==> config.mk <==
export PLATFORM = sky130hd
export DESIGN_NAME = cp0_unit
export DESIGN_NICKNAME = d
export VERILOG_FILES = /design/src/rtl/cp0_pkg.sv /design/src/rtl/cp0_timer.sv /design/src/rtl/cp0_unit.sv
export SDC_FILE = /design/constraint.sdc
export NUM_CORES = 1
export LEC_CHECK = 0
export BUFFER_PORTS_ARGS = -buffer_cell sky130_fd_sc_hd__buf_2
export CELL_PAD_IN_SITES_DETAIL_PLACEMENT = 1
export CELL_PAD_IN_SITES_GLOBAL_PLACEMENT = 2
export CORE_MARGIN = 4
export CORE_UTILIZATION = 30
export DETAILED_ROUTE_END_ITERATION = 6
export HOLD_SLACK_MARGIN = 0.03
export PLACE_DENSITY = 0.95
export SLEW_MARGIN = 25
export SYNTH_ARGS = -nofsm -noshare
export SYNTH_HDL_FRONTEND = slang
export SYNTH_HIERARCHICAL = 1
export SYNTH_SLANG_ARGS = --single-unit
==> constraint.sdc <==
create_clock -name clk -period 3.92 [get_ports clk]
set_input_delay 0.588 -clock clk [delete_from_list [all_inputs] [get_ports clk]]
set_output_delay 0.588 -clock clk [all_outputs]
set_load 0.005 [all_outputs]
==> src/rtl/cp0_pkg.sv <==
// Shared CP0 definitions: register indices, exception codes, Status/Cause field positions.
package cp0_pkg;

    localparam logic [4:0] CP0_COUNT   = 5'd9;
    localparam logic [4:0] CP0_COMPARE = 5'd11;
    localparam logic [4:0] CP0_STATUS  = 5'd12;
    localparam logic [4:0] CP0_CAUSE   = 5'd13;
    localparam logic [4:0] CP0_EPC     = 5'd14;

    localparam logic [4:0] EXC_SYSCALL = 5'd8;
    localparam logic [4:0] EXC_BREAK   = 5'd9;
    localparam logic [4:0] EXC_TEQ     = 5'd13;

    localparam int STATUS_IE_BIT    = 0;
    localparam int STATUS_STACK_SH  = 5;
    localparam int CAUSE_IP7_BIT    = 15;

    // Assemble the architecturally visible Cause value from stored fields and the timer flag.
    function automatic logic [31:0] cause_view(input logic [31:0] cause_q, input logic ip7);
        logic [31:0] v;
        v = cause_q & 32'h0000_037C;
        v[CAUSE_IP7_BIT] = ip7;
        return v;
    endfunction

endpackage

==> src/rtl/cp0_timer.sv <==
// Count/Compare timer with sticky match flag; built only when CP0_TIMER_EN is defined.
module cp0_timer
    import cp0_pkg::*;
(
    input  logic        clk,
    input  logic        rst_n,
    input  logic        ena,
    input  logic        count_we,
    input  logic        compare_we,
    input  logic [31:0] wdata,
    output logic [31:0] count,
    output logic [31:0] compare,
    output logic        pending
);

    logic [31:0] count_r;
    logic [31:0] compare_r;
    logic        pending_r;
    logic [31:0] count_inc_s;
    logic [31:0] count_next_s;
    logic        match_s;

    // Next Count value and compare against the post-increment count.
    always_comb begin
        count_inc_s  = count_r + 32'd1;
        count_next_s = count_inc_s;
        match_s      = 1'b0;
        if (count_we) begin
            count_next_s = wdata;
        end else begin
            count_next_s = count_inc_s;
            match_s      = (count_inc_s == compare_r);
        end
    end

    // Timer state; a Compare write acknowledges the pending interrupt.
    always_ff @(posedge clk) begin
        if (!rst_n) begin
            count_r   <= 32'd0;
            compare_r <= 32'd0;
            pending_r <= 1'b0;
        end else if (ena) begin
            count_r <= count_next_s;
            if (compare_we) begin
                compare_r <= wdata;
                pending_r <= 1'b0;
            end else if (match_s) begin
                pending_r <= 1'b1;
            end
        end
    end

    assign count   = count_r;
    assign compare = compare_r;
    assign pending = pending_r;

endmodule

==> src/rtl/cp0_unit.sv <==
// Coprocessor 0: Status/Cause/EPC with exception push/pop of the Status mask stack.
// Optional Count/Compare timer is built when the CP0_TIMER_EN macro is defined.
module cp0_unit
    import cp0_pkg::*;
#(
    parameter logic [31:0] EXC_VECTOR  = 32'h0000_0004,
    parameter logic [31:0] STATUS_INIT = 32'h0000_000F
)(
    input  logic        clk,
    input  logic        rst_n,
    input  logic        ena,
    input  logic        mfc0,
    input  logic        mtc0,
    input  logic        eret,
    input  logic        exception,
    input  logic [4:0]  cause,
    input  logic [4:0]  cp0_addr,
    input  logic [31:0] wdata,
    input  logic [31:0] pc,
    output logic [31:0] rdata,
    output logic [31:0] status,
    output logic [31:0] exc_addr,
    output logic        timer_irq
);

    logic [31:0] status_r;
    logic [31:0] cause_r;
    logic [31:0] epc_r;
    logic [31:0] count_s;
    logic [31:0] compare_s;
    logic        pending_s;
    logic        wr_s;
    logic [31:0] rdata_s;
    logic [31:0] exc_addr_s;

    // mtc0 only lands when neither exception nor eret claims the cycle.
    assign wr_s = mtc0 & ~exception & ~eret;

`ifdef CP0_TIMER_EN
    logic count_we_s;
    logic compare_we_s;

    assign count_we_s   = wr_s & (cp0_addr == CP0_COUNT);
    assign compare_we_s = wr_s & (cp0_addr == CP0_COMPARE);

    cp0_timer u_timer (
        .clk        (clk),
        .rst_n      (rst_n),
        .ena        (ena),
        .count_we   (count_we_s),
        .compare_we (compare_we_s),
        .wdata      (wdata),
        .count      (count_s),
        .compare    (compare_s),
        .pending    (pending_s)
    );

    assign timer_irq = pending_s & status_r[STATUS_IE_BIT];
`else
    assign count_s   = 32'd0;
    assign compare_s = 32'd0;
    assign pending_s = 1'b0;
    assign timer_irq = 1'b0;
`endif

    // Status/Cause/EPC update with exception > eret > mtc0 priority.
    always_ff @(posedge clk) begin
        if (!rst_n) begin
            status_r <= STATUS_INIT;
            cause_r  <= 32'd0;
            epc_r    <= 32'd0;
        end else if (ena) begin
            if (exception) begin
                status_r     <= status_r << STATUS_STACK_SH;
                cause_r[6:2] <= cause;
                epc_r        <= pc;
            end else if (eret) begin
                status_r <= status_r >> STATUS_STACK_SH;
            end else if (wr_s) begin
                case (cp0_addr)
                    CP0_STATUS: status_r     <= wdata;
                    CP0_CAUSE:  cause_r[9:8] <= wdata[9:8];
                    CP0_EPC:    epc_r        <= wdata;
                    default:    ;
                endcase
            end
        end
    end

    // mfc0 read mux; reflects pre-edge contents so a same-cycle mtc0 is not seen.
    always_comb begin
        rdata_s = 32'd0;
        if (mfc0) begin
            case (cp0_addr)
                CP0_STATUS:  rdata_s = status_r;
                CP0_CAUSE:   rdata_s = cause_view(cause_r, pending_s);
                CP0_EPC:     rdata_s = epc_r;
                CP0_COUNT:   rdata_s = count_s;
                CP0_COMPARE: rdata_s = compare_s;
                default:     rdata_s = 32'd0;
            endcase
        end else begin
            rdata_s = 32'd0;
        end
    end

    // PC-mux target: EPC for eret, otherwise the fixed exception vector.
    always_comb begin
        exc_addr_s = EXC_VECTOR;
        if (eret) begin
            exc_addr_s = epc_r;
        end else begin
            exc_addr_s = EXC_VECTOR;
        end
    end

    assign rdata    = rdata_s;
    assign exc_addr = exc_addr_s;
    assign status   = status_r;

endmodule
==> results of run 1 <==
==> per-layer routing <==
layer,vias up,global-route usage [%],share of wire (%)
met5,-,0,0
met4,0,6.068,1.7
met3,24,4.893,5.7
met2,160,35.89,50
met1,2341,24.15,43
li1,2252,-,-
==> final cells by class <==
class	instances	area share [%]
Antenna cell	1	0.04319
Clock buffer	13	4.491
Clock inverter	3	0.3023
Inverter	2	0.1296
Multi-Input combinational cell	413	49.47
Sequential cell	71	24.53
Tap cell	184	3.973
Timing Repair Buffer	190	17.06
==> flip-flops by register name (all words and copies together) (netlist names) <==
signal,flops
cause_r,7
epc_r,32
status,32
==> cell usage after synthesis <==
library cell	number
inv_1	1
clkbuf_1	28
a221oi_1	32
and3_1	1
clkinv_1	1
conb_1	1
buf_6	2
buf_2	24
buf_4	1
nor3b_1	5
nand4b_1	1
a21o_1	1
nand3_1	51
o21a_1	1
mux2_2	31
a32oi_1	7
dfxtp_1	71
o211ai_1	22
mux2_1	2
o21ai_0	9
a41oi_4	1
nor2_1	39
nand2_1	43
buf_1	5
or3_1	1
a21oi_1	30
a31o_2	1
nor4bb_1	3
and2_1	37
nand2b_1	27
mux2i_1	67
==> through the flow <==
step / total power [mW] / hold slack [ns] / std cells / setup WS, ns
after floorplan: 1.040 / 0.4313 / 546 / 1.565
after global placement: 1.186 / 0.4457 / 860 / 1.163
after detailed placement: 1.199 / 0.4593 / 860 / 1.073
after CTS: 1.978 / 0.4678 / 876 / 1.227
after global routing: 2.055 / 0.4870 / 877 / 1.085
final: 1.961 / 0.4618 / 877 / 1.222
==> power by group through the flow <==
stage | logic (mW) | registers (mW) | clock network (mW)
global placement | 0.349 | 0.838 | 0
floorplan | 0.224 | 0.816 | 0
detailed placement | 0.361 | 0.839 | 0
global route | 0.396 | 0.830 | 0.829
CTS | 0.363 | 0.823 | 0.792
finish | 0.359 | 0.823 | 0.779
==> path summary, 6_finish.rpt <==
check                                          endpoint  slack [ns]
worst max-delay path                          rdata[20]        1.22
worst max register to register   status[3]$_SDFFE_PN1P_        2.79
worst min register to register  cause_r[4]$_SDFFE_PN0P_        0.46
worst min-delay path            cause_r[4]$_SDFFE_PN0P_        0.46
==> logic make-up (layout without fill, tap and decap cells) <==
group / after synthesis / in the layout / share of synthesized area, %
AOI/OAI and AO/OA: 104 / 104 / 16.54
buffers and inverters: 62 / 208 / 6.181
DFF: 71 / 71 / 31.21
muxes: 100 / 100 / 22.88
other: 1 / 2 / 0.08234
and+or+nand+nor: 208 / 208 / 23.10
==> tightest hold or removal path, cell delays in order, from the launching register on <==
cell	delay, ns
dfxtp_1	0.31
nand2_1	0.05
a21oi_1	0.05
==> metrics.cfg, run 1 <==
[power]
p_sw_mw=0.5641
power_density_mw_per_mm2=338.4
seqPwrFrac_pct=42.0
p_int_mw=1.397
switching_share_pct=28.76
p_clk_share_pct=39.7
ir_drop_mv=0.1745
combPwrFrac_pct=18.3
power.leakage_nw=2.603

[timing]
finalSetupTns_ns=0
hold_violations=0
clock.fmax_ghz=0.3707
period_share_pct=68.82
grt_setup_unrepaired=false
period_minus_slack_ns=2.698
setup_violations=0
relSlewSlack_pct=42.79
max_slew.worst_pin.slew_ns=0.8581
slew_viol_final=0
finClkSkew_ns=0.004637

[setup_path]
worstPathRequired_ns=3.33
worstSetupStartpointType=primary input
crit-reg2reg-launch=status[8]$_SDFFE_PN0P_
rr_worst_depth=3
worst-setup-path-type=primary input to primary output
path_cells=buf_2 > nor4bb_4 > buf_4 > nand3_1 > a21oi_1 > buf_2
crit_buf_inv=3
slowest_stage=buf_4
startpoint=cp0_addr[0]
critPathMaxFanout=47
crit_cells=6
crit_family=buffers and inverters
endpoint_kind=primary output
crit_arrival_ns=2.11
cpMostUsedCell=buf_2
slowest_delay_ns=0.48

[logic_synthesis]
synth_largest_area_cell=dfxtp_1
synth.distinct_cells=31
syn_inst=546
synth_area_leaders=dfxtp_1, mux2i_1, mux2_2
avgSynthCellArea_sq_um=8.341
syn_area_sq_mm=0.004554
ys_seq_area_share_pct=31.21
ys_ff_latch=71
synth_top_cell_area_share_pct=31.21
syn_nets=627
ys_warn_count=6

[clock_network]
postCtsSetupBuffers=0
root_buffer=clkbuf_16
cts.sink_count=71
cts_hold_buf=0
cts-buffers-inserted=9
clock_latency_ns=0.33
clk_pin_slew_worst_paths_ns=0.06
htree_levels=3
cts_tree=yes
cts_max_path_buffers=2
cts_resized=0

[floorplanning]
initial_utilization_pct=30.98
die_x_microns=131.2
io-pin-count=178
core_area_sq_mm=0.01470
die_h_microns=131.2
rows=44
dieArea_sq_mm=0.01722

[global_routing]
grt_pass1_vias=5151
antenna_found_initial=1
grt_usage_pct=20.18
grt_pass1_wl_microns=28330
grt_overflow_total=0
grt_max_degree=68

[finish]
design_area_sq_mm=0.005794
mostFrequentLayoutCell=buf_2
layout-drive-gt1-share_pct=34.39
nets=768
syn_to_final_growth_pct=27.23
layout_common_cells=buf_2, dfxtp_1, mux2i_1
seqCellArea_sq_mm=0.001421
n_fill_cell=1795
final_util_pct=39.42
multi_input_area_sq_mm=0.002867

[hold_path]
hp-start=cause_r[4]$_SDFFE_PN0P_
hp-class=flip-flop to flip-flop
holdPathStages=2

[outcome]
status=finished clean

[routing]
wl_per_cell_microns=20.39
first_pass_iters=4
vias=4777
antenna_left=0
drt-initial-drc-count=261
vias_per_cell=5.447
wl_microns=17880
drc=0

[placement]
routabilityCongestion=0.8127
place_area_sq_mm=0.005514
hpwl_microns=13000
portBuffers=176

[flow_run]
maxCapViolCount=0

Power figures use the tool's default switching activity.
==> run 2, diff against run 1 <==
- ABC_AREA: not set -> 1
- CORE_UTILIZATION: 30 -> 24
- PLACE_DENSITY: 0.95 -> 0.9
- clock period: 3.92 -> 2.61 ns (I/O delays scaled with it)
==> run 2 against run 1 <==
Via count is 23% higher. Combinational power is 60% higher. Count of clock-buffer cells in the layout decreased by 3. Total power rose by 53%. Non-clock buffer count rose by 8. First-iteration DRC count up 54%. Sequential share of layout area decreased by 1.0 points. Wire length grew 22%. Clock power rose by 53%. Critical path type unchanged. Highest routed layer is now met5.
==> metrics.cfg, run 2 <==
[setup_path]
slowest_stage=buf_4
worst-setup-path-type=primary input to primary output
endpoint_kind=primary output
worstReg2RegEnd=status[10]$_SDFFE_PN0P_
slowest_delay_ns=0.23
rr_worst_depth=6
critPathMaxFanout=13
crit-reg2reg-launch=status[15]$_SDFFE_PN0P_
crit_buf_inv=5
rrSetupSlack_ns=1.53
crit_arrival_ns=1.61
worstSetupStartpointType=primary input
worstPathRequired_ns=2.22
path_cells=buf_2 > nand2_1 > nor2_2 > buf_4 > nand3_1 > inv_1 > nand2_1 > nand3_1 > nand2_1 > inv_1 > buf_2
cpMostUsedCell=nand2_1
crit_family=buffers and inverters

[clock_network]
cts_tree=yes
clock_latency_ns=0.35
cts_max_path_buffers=2
htree_levels=3
root_buffer=clkbuf_16
cts_hold_buf=0
cts.sink_count=71
cts-buffers-inserted=9
cts_resized=0
postCtsSetupBuffers=0
clk_pin_slew_worst_paths_ns=0.06

[logic_synthesis]
synth_mux_area_share_pct=0
yosysMostFrequentCell=nand2_1
syn_inst=830
yosys.area_share.simple_pct=45.17
synthArstFlopShare_pct=0
synth_largest_area_cell=dfxtp_1
ys_ff_latch=71
ys_warn_count=6
synth_fa_ha_area_share_pct=0
synth_common_cells=nand2_1, nand3_1, nor2_1
synth.distinct_cells=18
synth_top_family_by_area=simple AND/OR/NAND/NOR gates
synth_compound_area_share_pct=11.95
syn_nets=911
synth_area_leaders=dfxtp_1, nand2_1, nand3_1
ys_seq_area_share_pct=30.58
avgSynthCellArea_sq_um=5.600
synth_top_cell_area_share_pct=30.58
ys.flop_type=dfxtp_1
synth_xor_xnor_area_share_pct=0
syn_area_sq_mm=0.004648
synth_edf_count=0

[finish]
layout-drive-gt1-share_pct=22.81
final_util_pct=31.97
mostFrequentLayoutCell=nand2_1
n_fill_cell=2604
nets=1058
syn_to_final_growth_pct=29.96
layout_common_cells=nand2_1, buf_2, nand3_1

[power]
combPwrFrac_pct=19.1
power.total_mw=3.006
p_int_mw=2.012
ir_drop_mv=0.3224
p_sw_mw=0.9944
seqPwrFrac_pct=41.4
power.leakage_nw=3.261
power_density_mw_per_mm2=497.7
p_clk_share_pct=39.5
switching_share_pct=33.08

[timing]
relSlewSlack_pct=58.56
max_slew.worst_pin.slew_ns=0.6217
clock.fmax_ghz=0.5007
finClkSkew_ns=0.009245
period_share_pct=76.53
setup_violations=0
hold_violations=0
finalSetupTns_ns=0
grt_setup_unrepaired=false
period_minus_slack_ns=1.997
slew_viol_final=0

[global_routing]
antenna_found_initial=5
grt_max_degree=62
grt_pass1_vias=5847
grt_overflow_total=0
grt_pass1_wl_microns=33850
grt_usage_pct=19.73

[routing]
vias=5868
vias_per_cell=4.709
drc=0
first_pass_iters=5
wl_microns=21770
antenna_left=0
drt-initial-drc-count=401
wl_per_cell_microns=17.47

[floorplanning]
core_area_sq_mm=0.01889
initial_utilization_pct=24.60
io-pin-count=178
die_x_microns=147.2
rows=50
dieArea_sq_mm=0.02166
die_h_microns=147.2

[hold_path]
whs_endpoint=cause_r[6]$_SDFFE_PN0P_
hp-start=cause[4]
hp-class=primary input to flip-flop
holdPathStages=3

[outcome]
status=finished clean

[placement]
portBuffers=176
routabilityCongestion=0.8308
hpwl_microns=15540

[flow_run]
maxCapViolCount=0

-- run 2: cell types whose count changed after synthesis, sizes merged, moves of 53 or more --
cell,previous run,this run
a21oi,30,85
inv,1,76
mux2i,67,0
nand2,43,289
nand3,51,127
nor2,39,92
-- run 2: routing by layer --
| metal | vias up | wire length [microns] | track usage, % | part of all wire (%) |
|---|---|---|---|---|
| met5 | - | 20 | 0 | 0.092 |
| met4 | 2 | 438 | 5.918 | 2.0 |
| met3 | 29 | 1233 | 4.102 | 5.7 |
| met2 | 174 | 10390 | 32.72 | 48 |
| met1 | 2757 | 9690 | 25.84 | 45 |
| li1 | 2906 | - | - | - |
-- run 2: cell type report --
type	instances	area, sq um	area share (%)
Sequential cell	71	1421	23.53
Inverter	76	285.3	4.722
Tap cell	260	325.3	5.385
Multi-Input combinational cell	621	2666	44.14
Timing Repair Buffer	198	1059	17.52
Antenna cell	4	10.01	0.1657
Clock buffer	10	229.0	3.790
Clock inverter	6	45.04	0.7457
-- run 2: tightest hold or removal path, cell delays in order --
cell and delay [ns]:
buf_2 0.07, o21ai_0 0.07, nor2_1 0.07
-- run 2: worst max path at each step --
stage / endpoint / slack [ns] / start / cells after the start
detailed placement: status[19]$_SDFFE_PN0P_ / 0.49 / cp0_addr[2] / 10
floorplan: rdata[4] / 0.97 / cp0_addr[4] / 8
finish: rdata[3] / 0.61 / cp0_addr[2] / 11
CTS: rdata[3] / 0.57 / cp0_addr[2] / 11
global placement: rdata[12] / 0.58 / cp0_addr[4] / 8
global route: rdata[3] / 0.45 / cp0_addr[2] / 11
-- run 2: cells by family after synthesis --
| family | after synthesis |
|---|---|
| compound gates | 111 |
| buf+inv | 138 |
| flops | 71 |
| other cells | 1 |
| simple gates | 509 |
-- run 2: per-stage QoR --
step                hold slack [ns]  cell area (sq um)  setup slack (ns)  cells
floorplan                    0.4554               4648            0.9728    830
global placement             0.4706               5757            0.5794   1226
detailed placement           0.4788               5757            0.4879   1226
CTS                          0.2897               6031            0.5719   1242
global route                 0.3131               6038            0.4513   1245
finish                       0.2938               6041            0.6126   1246
-- run 2: power by group through the flow --
stage	Combinational [mW]	Sequential, mW	Clock, mW
after floorplan	0.336	1.23	0
after global placement	0.562	1.27	0
after detailed placement	0.575	1.27	0
after CTS	0.578	1.25	1.22
after global routing	0.649	1.25	1.26
final	0.573	1.24	1.19
